--- config.mk ---
export PLATFORM = sky130hd
export DESIGN_NAME = mux_scan_controller
export DESIGN_NICKNAME = d
export VERILOG_FILES = /design/src/rtl/mux_scan_controller.sv
export SDC_FILE = /design/constraint.sdc
export NUM_CORES = 1
export LEC_CHECK = 0
export ABC_CLOCK_PERIOD_IN_PS = 1600
export CAP_MARGIN = 10
export CELL_PAD_IN_SITES_DETAIL_PLACEMENT = 1
export CELL_PAD_IN_SITES_GLOBAL_PLACEMENT = 1
export CORE_ASPECT_RATIO = 2
export CORE_MARGIN = 3
export CORE_UTILIZATION = 38
export CTS_CLUSTER_DIAMETER = 120
export DETAILED_ROUTE_END_ITERATION = 12
export GPL_TIMING_DRIVEN = 0
export MAX_ROUTING_LAYER = met4
export PLACE_DENSITY = 0.75
export REMOVE_ABC_BUFFERS = 1
export SYNTH_ARGS = -nofsm -noshare
export SYNTH_HDL_FRONTEND = slang
export SYNTH_SLANG_ARGS = --single-unit
--- constraint.sdc ---
create_clock -name clk -period 1.6 [get_ports clk]
set_clock_uncertainty 0.15 [all_clocks]
set_input_delay 0.16 -clock clk [delete_from_list [all_inputs] [get_ports clk]]
set_output_delay 0.16 -clock clk [all_outputs]
set_load 0.01 [all_outputs]
--- src/rtl/mux_scan_controller.sv ---
`default_nettype none
// ============================================================================
// Module   : mux_scan_controller
// Desc     : Steps 8:1 mux selects over channels 0..LAST_CH, samples each
//            channel after a settle time and returns the bits as one word.
// Revision : 1.0 - initial release
// ============================================================================
module mux_scan_controller #(
    parameter int SETTLE_CYCLES = 2,
    parameter int LAST_CH       = 7
) (
    input  logic       clk,
    input  logic       rst,
    input  logic       start,
    input  logic       mux_out,
    output logic       s0,
    output logic       s1,
    output logic       s2,
    output logic       busy,
    output logic       done,
    output logic [7:0] data
);

    localparam logic [2:0] c_last_ch     = 3'(LAST_CH);
    localparam logic [3:0] c_settle_last = 4'(SETTLE_CYCLES - 1);

    typedef enum logic [1:0] {
        ST_IDLE   = 2'd0,
        ST_SETTLE = 2'd1,
        ST_SAMPLE = 2'd2,
        ST_DONE   = 2'd3
    } state_t;

    state_t     r_state, w_state_nxt;
    logic [2:0] r_ch,    w_ch_nxt;
    logic [3:0] r_cnt,   w_cnt_nxt;
    logic [7:0] r_cap,   w_cap_nxt;
    logic [7:0] r_data,  w_data_nxt;
    logic [2:0] r_sel,   w_sel_nxt;
    logic       r_busy,  w_busy_nxt;
    logic       r_done,  w_done_nxt;

    always_comb begin
        w_state_nxt = r_state;
        w_ch_nxt    = r_ch;
        w_cnt_nxt   = r_cnt;
        w_cap_nxt   = r_cap;
        w_data_nxt  = r_data;

        case (r_state)
            ST_IDLE: begin
                if (start) begin
                    w_state_nxt = ST_SETTLE;
                    w_ch_nxt    = 3'd0;
                    w_cnt_nxt   = 4'd0;
                    w_cap_nxt   = 8'h00;
                end
            end
            ST_SETTLE: begin
                if (r_cnt == c_settle_last) begin
                    w_state_nxt = ST_SAMPLE;
                end else begin
                    w_cnt_nxt = r_cnt + 4'd1;
                end
            end
            ST_SAMPLE: begin
                w_cap_nxt[r_ch] = mux_out;
                if (r_ch < c_last_ch) begin
                    w_ch_nxt    = r_ch + 3'd1;
                    w_cnt_nxt   = 4'd0;
                    w_state_nxt = ST_SETTLE;
                end else begin
                    // Word is published with the freshly sampled last bit included
                    w_data_nxt  = w_cap_nxt;
                    w_state_nxt = ST_DONE;
                end
            end
            ST_DONE: begin
                w_state_nxt = ST_IDLE;
            end
            default: begin
                w_state_nxt = ST_IDLE;
            end
        endcase

        // Outputs are decoded from the next state so they leave the flops directly
        w_busy_nxt = (w_state_nxt == ST_SETTLE) || (w_state_nxt == ST_SAMPLE);
        w_done_nxt = (w_state_nxt == ST_DONE);
        w_sel_nxt  = w_busy_nxt ? w_ch_nxt : 3'd0;
    end

    always_ff @(posedge clk or posedge rst) begin
        if (rst) begin
            r_state <= ST_IDLE;
            r_ch    <= 3'd0;
            r_cnt   <= 4'd0;
            r_cap   <= 8'h00;
            r_data  <= 8'h00;
            r_sel   <= 3'd0;
            r_busy  <= 1'b0;
            r_done  <= 1'b0;
        end else begin
            r_state <= w_state_nxt;
            r_ch    <= w_ch_nxt;
            r_cnt   <= w_cnt_nxt;
            r_cap   <= w_cap_nxt;
            r_data  <= w_data_nxt;
            r_sel   <= w_sel_nxt;
            r_busy  <= w_busy_nxt;
            r_done  <= w_done_nxt;
        end
    end

    assign s0   = r_sel[0];
    assign s1   = r_sel[1];
    assign s2   = r_sel[2];
    assign busy = r_busy;
    assign done = r_done;
    assign data = r_data;

endmodule
`default_nettype wire
==> metrics.cfg, run 1 <==
[drt]
vias_per_cell=5.10
drt-met1-wl_um=1230
post_drt_wl_per_cell_um=15.9
drtIter0Drc=9
route.detailed.drc=0
antenna_left=0
first_pass_iters=4
dr_wl_met3_um=77
route.vias.total=1087
top_layer=met4
routed_wl_um=3390
met2WireLength_um=1980

[critical_path]
crit_start=r_cnt[1]
reg2reg_from=r_cnt[1]
critPathLaunchType=flip-flop
cpMaxStageDelayCell=dfrtp_1
path_common_cell=buf_4
end_kind=flip-flop
slowest_delay_ns=0.37
path_class=flip-flop to flip-flop
crit_path_cell_trace=inv_2 -> buf_4 -> buf_6 -> buf_4 -> buf_4 -> buf_4 -> buf_4 -> buf_4 -> mux2i_1 -> a22o_1
critPathMaxFanout=2
worstPathRequired_ns=1.67
worstPathArrival_ns=1.84

[clock_network]
numCtsBuffers=5
clock_sinks=29
cts_hold_buffers=0
clk_latency_ns=0.28
clkTransAtPathRegs_ns=0.06
clock_path_buffers=2
root_buffer=clkbuf_8
cts_tree=done
htreeDepth=2

[floorplanning]
dieArea_mm2=0.00450
initial_utilization_pct=40.6
die-height_um=91.9
coreArea_mm2=0.00345
row_count=30
die_w_um=48.9
ios=17

[run_status]
failed_checks=hold timing, setup timing
outcome=complete, but fails checks

[logic_synthesis]
syn_area_per_cell_um2=10.8
syn_inst=130
synthesis.area_mm2=0.00140
synth_cell_type_count=35
yosys_register_bits=29
yosysWarnings=0
synthTopCellsByArea=dfrtp_1, o21ai_0, mux2_4
synthFlopType=dfrtp_1
synth_top_area_share_pct=51.8
synth_top_area_cell=dfrtp_1
synth.most_common_cell=dfrtp_1
synth-async-reset-ratio_pct=100
yosys-top-cells-count=dfrtp_1, o21ai_0, nand2_1
yosysSeqAreaShare_pct=51.8
synth_edf_count=0

[place]
gp_congestion=0.777
post_dp_cell_area_mm2=0.00158
pre_cts_slack_ns=-0.523
portBuffers=16
dp_hpwl_um=2240

[pwr]
p_per_area_mw_per_mm2=1570
internal_power_uw=2020
p_clk_share_pct=25.9
total_power_uw=3020
leakagePower_uw=0.000846
p_sw_share_pct=33.1
p_switching_uw=999
share_seq_of_total_power_pct=34.5
max-vdd-ir-drop_mv=0.953
pwr-share-comb_pct=39.6

[timing]
rsz0062_at_grt=yes
finalHoldViolCount=5
relSlewSlack_pct=74.9
max_slew.worst_pin.slew_ns=0.376
clock.fmax_mhz=565
tns_ns=-0.645
period_minus_slack_ns=1.77
timing.final.crit_share_pct=111
setup_viol=6
final_max_slew_viol_count=0
whs_ns=-0.0153
fin_ws_ns=-0.171

[final_layout]
stdcell_area_mm2=0.00192
layout-drive-gt1-share_pct=29.1
n_fill_cell=376
syn2layout_area_growth_pct=36.9
nNetsFinal=172
insertedDiodeCount=0

[global_route]
track_usage_pct=17.0
grt_max_degree=30
grt-ovfl-total=0
grt_pass1_vias=1154
grt_pass1_wl_um=5630
grt_antenna_before_repair=0

[job]
maxCapViolCount=0

[min_path]
hold_path.class=input pin to async pin

==> logic make-up (layout without fill, tap and decap cells) <==
logic type / count (synthesis) / after routing / synth area share, %
adders and majority gates: 4 / 4 / 3.57
muxes: 5 / 5 / 5.00
DFF: 29 / 29 / 51.8
buffers and inverters: 14 / 49 / 5.09
and+or+nand+nor: 40 / 40 / 17.5
AOI/OAI and AO/OA: 38 / 38 / 17.1
==> power groups by stage <==
stage	Clock, uW	Combinational, uW	Sequential [uW]
final	783	1200	1040
after global routing	836	1330	1060
after CTS	797	1040	1030
after detailed placement	0	752	1050
after global placement	0	722	1030
after floorplan	0	500	1030
==> worst max-delay path, delay by kind of cell, from the launching register on <==
| family | cells | cell delay, ns |
|---|---|---|
| AO/OA/AOI/OAI | 1 | 0.16 |
| buffers and inverters | 8 | 0.89 |
| flip-flops | 1 | 0.37 |
| multiplexers | 1 | 0.15 |
==> state kept, by name (all words and copies together) (netlist names) <==
signal,cells
data,8
r_cap,7
r_cnt,4
r_ch,3
r_sel,3
r_state,2
busy,1
done,1
==> area by class of cell <==
| class | instances | area, um^2 | share of cell area, % |
|---|---|---|---|
| Clock buffer | 7 | 86.3 | 4.50 |
| Clock inverter | 1 | 30.0 | 1.57 |
| Inverter | 8 | 32.5 | 1.70 |
| Sequential cell | 29 | 729 | 38.0 |
| Timing Repair Buffer | 33 | 312 | 16.2 |
| Tap cell | 48 | 60.1 | 3.13 |
| Multi-Input combinational cell | 87 | 668 | 34.8 |
==> layer usage <==
metal  up-vias  GRT usage (%)
met3         8           4.07
met1       532           17.1
met5         -              -
met4         0           9.03
li1        530              -
met2        17           29.9
==> metrics by stage <==
step                      instances  util (%)
final                           213      55.5
after global routing            213      55.5
after CTS                       210      53.2
after detailed placement        188      45.8
after global placement          188      45.8
after floorplan                 124         -
==> final timing paths <==
check / end / slack (ns) / depth (start not counted)
setup / recovery: r_cnt[1] / -0.17 / 10
setup reg to reg: r_cnt[1] / -0.17 / 10
hold / removal: data[1] / -0.02 / 2
hold reg to reg: r_cap[0] / 0.35 / 1
min in group clk: data[7] / 0.34 / 3
max in group asynchronous: r_ch[2] / 0.88 / 3
==> cells in the final DEF (no fill, tap or decap), drive strengths merged <==
master	netlist	layout
nor3	1	1
a21oi	8	8
mux2	4	4
nand2	12	12
clkdlybuf4s50	0	16
buf	6	17
a32o	4	4
ha	4	4
nand3	6	6
dfrtp	29	29
inv	8	8
nand2b	5	5
and2b	1	1
and3b	1	1
nor2b	1	1
nor2	3	3
nor3b	3	3
a31oi	1	1
mux2i	1	1
and3	1	1
o22ai	4	4
a31o	1	1
o21ai	16	16
o21bai	1	1
or3	2	2
o21ba	1	1
clkbuf	0	7
a22o	2	2
or3b	1	1
nand3b	3	3
bufinv	0	1
==> repair_timing <==
item,CTS,global route
hold endpoints to repair,0,0
buffers inserted,14,3
pin swaps,4,1
resized for setup,12,9
endpoints found under the setup margin,23,16
Power figures use the tool's default switching activity.
==> inputs of run 2 (changes only) <==
--- a/config.mk
+++ b/config.mk
@@ -10,7 +10,7 @@
 export CELL_PAD_IN_SITES_DETAIL_PLACEMENT = 1
 export CELL_PAD_IN_SITES_GLOBAL_PLACEMENT = 1
 export CORE_ASPECT_RATIO = 2
-export CORE_MARGIN = 3
+export CORE_MARGIN = 5
 export CORE_UTILIZATION = 38
 export CTS_CLUSTER_DIAMETER = 120
 export DETAILED_ROUTE_END_ITERATION = 12
==> metrics.cfg, run 2 (synthesis gave the netlist of run 1 again) <==
[drt]
post_drt_wl_per_cell_um=17.2  ; +8.0%
routed_wl_um=3690  ; +9.0%
antenna_left=0  ; unchanged
vias_per_cell=5.30  ; +3.8%
route.vias.total=1139  ; +4.8%
route.detailed.drc=0  ; unchanged
first_pass_iters=4  ; unchanged
drtIter0Drc=27  ; +18

[critical_path]
worstPathArrival_ns=1.78  ; -0.06 ns
rrSetupSlack_ns=-0.12  ; +0.05 ns
end_kind=flip-flop
reg2reg_from=r_cnt[1]
r2r_cells=7  ; -3
path_class=flip-flop to flip-flop
r2r_end=r_sel[0]
critPathMaxFanout=5  ; +3
worstPathRequired_ns=1.65  ; -0.02 ns
critPathLaunchType=flip-flop

[place]
dp_hpwl_um=2530  ; +13%
gp_congestion=0.762  ; -1.9%
pre_cts_slack_ns=-0.569  ; -0.0461 ns
portBuffers=16  ; unchanged
post_dp_cell_area_mm2=0.00158  ; about the same
place_inst=189  ; +0.53%

[run_status]
failed_checks=hold timing, setup timing
outcome=complete, but fails checks

[pwr]
share_seq_of_total_power_pct=36.2  ; +1.7 points
p_sw_share_pct=36.2  ; +3.2 points
pwr-share-comb_pct=43.6  ; +4.0 points
max-vdd-ir-drop_mv=0.916  ; -3.9%
leakagePower_uw=0.000836  ; -1.2%
internal_power_uw=1830  ; -9.5%
p_switching_uw=1040  ; +4.1%
p_per_area_mw_per_mm2=1500  ; -4.5%
p_clk_share_pct=20.2  ; -5.7 points

[clock_network]
clock_path_buffers=2  ; unchanged
numCtsBuffers=5  ; unchanged
clock_sinks=29  ; unchanged
cts_tree=done
cts_hold_buffers=0  ; unchanged
htreeDepth=2  ; unchanged
root_buffer=clkbuf_8
clk_latency_ns=0.28  ; about the same
clkTransAtPathRegs_ns=0.06  ; about the same

[timing]
clock.fmax_mhz=581  ; +2.9%
rsz0062_at_grt=yes
setup_viol=7  ; +1
relSlewSlack_pct=77.7  ; +2.7 points
finalHoldViolCount=5  ; unchanged
max_slew.worst_pin.slew_ns=0.335  ; -0.0411 ns
period_minus_slack_ns=1.72  ; -0.0499 ns
timing.final.crit_share_pct=108  ; -3.1 points
fin_ws_ns=-0.121  ; +0.0499 ns
whs_ns=-0.0234  ; -0.00805 ns
final_max_slew_viol_count=0  ; unchanged
tns_ns=-0.381  ; +0.264 ns

[final_layout]
stdcell_area_mm2=0.00191  ; -0.52%
layout-drive-gt1-share_pct=30.7  ; +1.6 points
n_fill_cell=404  ; +7.4%
insertedDiodeCount=0  ; unchanged
final_cell_mix=dfrtp_1, buf_4, clkdlybuf4s50_1
final_common_cell=dfrtp_1
nNetsFinal=173  ; +0.58%
largest_register_ffs=8  ; unchanged
syn2layout_area_growth_pct=36.2
fin_cells=215  ; +0.94%

[global_route]
grt_antenna_before_repair=0  ; unchanged
grt-ovfl-total=0  ; unchanged
grt_pass1_wl_um=5840  ; +3.8%
grt_pass1_vias=1210  ; +4.9%
grt_max_degree=30  ; unchanged
track_usage_pct=16.6  ; -0.43 points

[job]
maxCapViolCount=0  ; unchanged

[min_path]
hold_path.class=input pin to async pin

[floorplanning]
ios=17  ; unchanged
die-height_um=95.9  ; +4.4%
initial_utilization_pct=38.8  ; -1.7 points
die_w_um=52.9  ; +8.2%
dieArea_mm2=0.00508  ; +13%
coreArea_mm2=0.00361  ; +4.5%
row_count=31  ; +3.3%

[run 2: cell type report]
| class | count | area [um^2] | area share (%) |
|---|---|---|---|
| repair buffers | 34 | 315 | 16.5 |
| clock inverters | 2 | 10.0 | 0.525 |
| flip-flops and latches | 29 | 731 | 38.3 |
| well taps | 49 | 61.3 | 3.21 |
| inverters | 8 | 32.5 | 1.70 |
| clock buffers | 6 | 72.6 | 3.80 |
| multi-input cells | 87 | 686 | 35.9 |
[run 2: routing by layer]
metal | track usage [%] | wire length (um)
met5 | - | 0
met4 | 10.7 | 147
met3 | 3.26 | 79
met2 | 29.1 | 2100
met1 | 16.0 | 1360
[run 2: how the worst max path moves through the flow]
stage | from | to
2_1_floorplan | r_state[1] | r_sel[0]
3_3_place_gp | r_state[1] | r_sel[0]
3_5_place_dp | r_state[1] | r_sel[1]
4_1_cts | r_cnt[1] | r_sel[1]
5_1_grt | r_cnt[1] | r_sel[0]
6_report | r_cnt[1] | r_sel[0]
[run 2: power groups by stage]
stage / registers (uW) / clock network (uW) / logic (uW)
6_report: 1040 / 580 / 1250
5_1_grt: 1050 / 630 / 1370
3_3_place_gp: 1030 / 0 / 716
4_1_cts: 1050 / 594 / 949
2_1_floorplan: 1030 / 0 / 500
3_5_place_dp: 1060 / 0 / 776
[run 2: worst max-delay path: stages, from the launching register on]
cell	delay (ns)
dfrtp_1	0.40
inv_2	0.08
ha_4	0.12
nor3b_4	0.29
o21ai_2	0.14
ha_4	0.30
inv_4	0.04
a21oi_1	0.12
[run 2: stage by stage]
stage	power [uW]	util, %
after CTS	2590	48.1
after global placement	1750	43.8
after floorplan	1530	-
final	2870	52.9
after global routing	3050	52.9
after detailed placement	1840	43.8
[run 2: timing repair]
item                       4_1_cts  5_1_grt
setup endpoints to repair       23       15
gates cloned                     0        0
pin swaps                        2        6
buffers inserted                 6       11
hold endpoints to repair         0        0
resized for setup               10       13
==> inputs of run 3 (changes only) <==
--- a/config.mk
+++ b/config.mk
@@ -15,7 +15,6 @@
 export CTS_CLUSTER_DIAMETER = 120
 export DETAILED_ROUTE_END_ITERATION = 12
 export GPL_TIMING_DRIVEN = 0
-export MAX_ROUTING_LAYER = met4
 export PLACE_DENSITY = 0.75
 export REMOVE_ABC_BUFFERS = 1
 export SYNTH_ARGS = -nofsm -noshare
==> metrics.cfg, run 3 (synthesis gave the netlist of run 1 again) <==
[clock_network]
root_buffer=clkbuf_8
clkTransAtPathRegs_ns=0.06  ; about the same
htreeDepth=2  ; unchanged
clock_path_buffers=2  ; unchanged
cts_tree=done
numCtsBuffers=5  ; unchanged
clk_latency_ns=0.28  ; about the same
clock_sinks=29  ; unchanged

[floorplanning]
ios=17  ; unchanged
row_count=31  ; unchanged
coreArea_mm2=0.00361  ; unchanged
die_w_um=52.9  ; unchanged
initial_utilization_pct=38.8  ; unchanged
dieArea_mm2=0.00508  ; unchanged
die-height_um=95.9  ; unchanged

[critical_path]
critPathLaunchType=flip-flop
worstPathRequired_ns=1.66  ; about the same
path_class=flip-flop to flip-flop
end_kind=flip-flop
worstPathArrival_ns=1.76  ; -0.02 ns
critPathMaxFanout=5  ; unchanged

[final_layout]
final_cell_mix=dfrtp_1, buf_4, clkdlybuf4s50_1
largest_register_ffs=8  ; unchanged
nNetsFinal=173  ; unchanged
layout-drive-gt1-share_pct=30.7  ; unchanged
n_fill_cell=404  ; unchanged
insertedDiodeCount=0  ; unchanged
fin_cells=215  ; unchanged
final_core_util_pct=53.0  ; +0.14 points
syn2layout_area_growth_pct=36.5
final_common_cell=dfrtp_1

[timing]
whs_ns=-0.0249  ; -0.00157 ns
clock.fmax_mhz=586  ; +0.82%
rsz0062_at_grt=yes
period_minus_slack_ns=1.71  ; -0.0140 ns
timing.final.crit_share_pct=107  ; -0.88 points
tns_ns=-0.323  ; +0.0577 ns
setup_viol=4  ; -3
final_max_slew_viol_count=0  ; unchanged
max_slew.worst_pin.slew_ns=0.371  ; +0.0356 ns
finalHoldViolCount=5  ; unchanged
relSlewSlack_pct=75.3  ; -2.4 points
fin_ws_ns=-0.107  ; +0.0140 ns

[drt]
antenna_left=0  ; unchanged
drtIter0Drc=26  ; -3.7%
first_pass_iters=4  ; unchanged
post_drt_wl_per_cell_um=17.5  ; +1.7%
vias_per_cell=5.28  ; -0.35%
routed_wl_um=3760  ; +1.7%
route.detailed.drc=0  ; unchanged
route.vias.total=1135  ; -0.35%

[pwr]
leakagePower_uw=0.000841  ; +0.65%
p_per_area_mw_per_mm2=1510  ; +0.60%
max-vdd-ir-drop_mv=0.908  ; -0.90%

[place]
portBuffers=16  ; unchanged
pre_cts_slack_ns=-0.569  ; unchanged
gp_congestion=0.752  ; -1.3%
place_inst=189  ; unchanged
dp_hpwl_um=2530  ; unchanged

[global_route]
grtUsageMet2_pct=28.9  ; -0.21 points
grt_antenna_before_repair=0  ; unchanged
grt_pass1_wl_um=5860  ; +0.24%
grt_pass1_vias=1211  ; +0.083%
grt-busiest-layer=met2
grt_max_degree=30  ; unchanged
grt_util_met3_pct=3.72  ; +0.47 points
grt_util_met1_pct=16.0  ; unchanged
track_usage_pct=16.2  ; -0.41 points
grt-ovfl-total=0  ; unchanged

[min_path]
hold_path.class=input pin to async pin

[run_status]
outcome=complete, but fails checks
failed_checks=hold timing, setup timing

[job]
maxCapViolCount=0  ; unchanged

==> run 3: cell counts in the layout (fill, tap and decap cells not counted) <==
Identical to the previous run, type by type.
==> run 3: final timing paths <==
check                               from    endpoint  slack, ns  cells after the start
worst max-delay path            r_cnt[1]    r_sel[0]      -0.11                      7
worst min-delay path                 rst     data[5]      -0.02                      2
worst max register to register  r_cnt[1]    r_sel[0]      -0.11                      7
worst min register to register   data[6]     data[6]       0.36                      1
max in group asynchronous            rst  r_state[1]       0.89                      3
min in group clk                 data[6]     data[6]       0.36                      1
==> run 3: power by group <==
group	total (uW)	internal, uW	leakage, uW	switching [uW]
combinational	1260	661	0.000413	603
sequential	1050	874	0.000383	174
clock	581	300	0.0000450	281
total	2890	1840	0.000841	1060
==> run 3: cell type report <==
cell class,count,area (um^2),share of cell area (%)
Multi-Input combinational cell,87,691,36.1
Sequential cell,29,731,38.2
Tap cell,49,61.3,3.20
Clock buffer,6,72.6,3.79
Clock inverter,2,10.0,0.523
Timing Repair Buffer,34,315,16.5
Inverter,8,32.5,1.70
==> run 3: through the flow <==
step	area [um^2]	total power, uW
final	1910	2890
after floorplan	1360	1530
after global routing	1910	3070
after detailed placement	1580	1840
after CTS	1740	2590
after global placement	1580	1750
==> run 3: repair_timing <==
item / in CTS / in global routing
pin swaps: 2 / 6
setup buffers: 6 / 11
gates resized for setup: 10 / 14
endpoints found under the setup margin: 23 / 15
hold buffers: 0 / 0
==> run 3: metal layers <==
layer / vias up / share of wire [%]
met5: - / 0
li1: 535 / -
met3: 13 / 2.5
met1: 564 / 36
met2: 23 / 57
met4: 0 / 4.4
==> run 3: worst max-delay path: stages (launching register included) <==
cell	delay, ns
dfrtp_1	0.40
inv_2	0.08
ha_4	0.12
nor3b_4	0.28
o21ai_2	0.13
ha_4	0.30
inv_4	0.04
a21oi_1	0.12
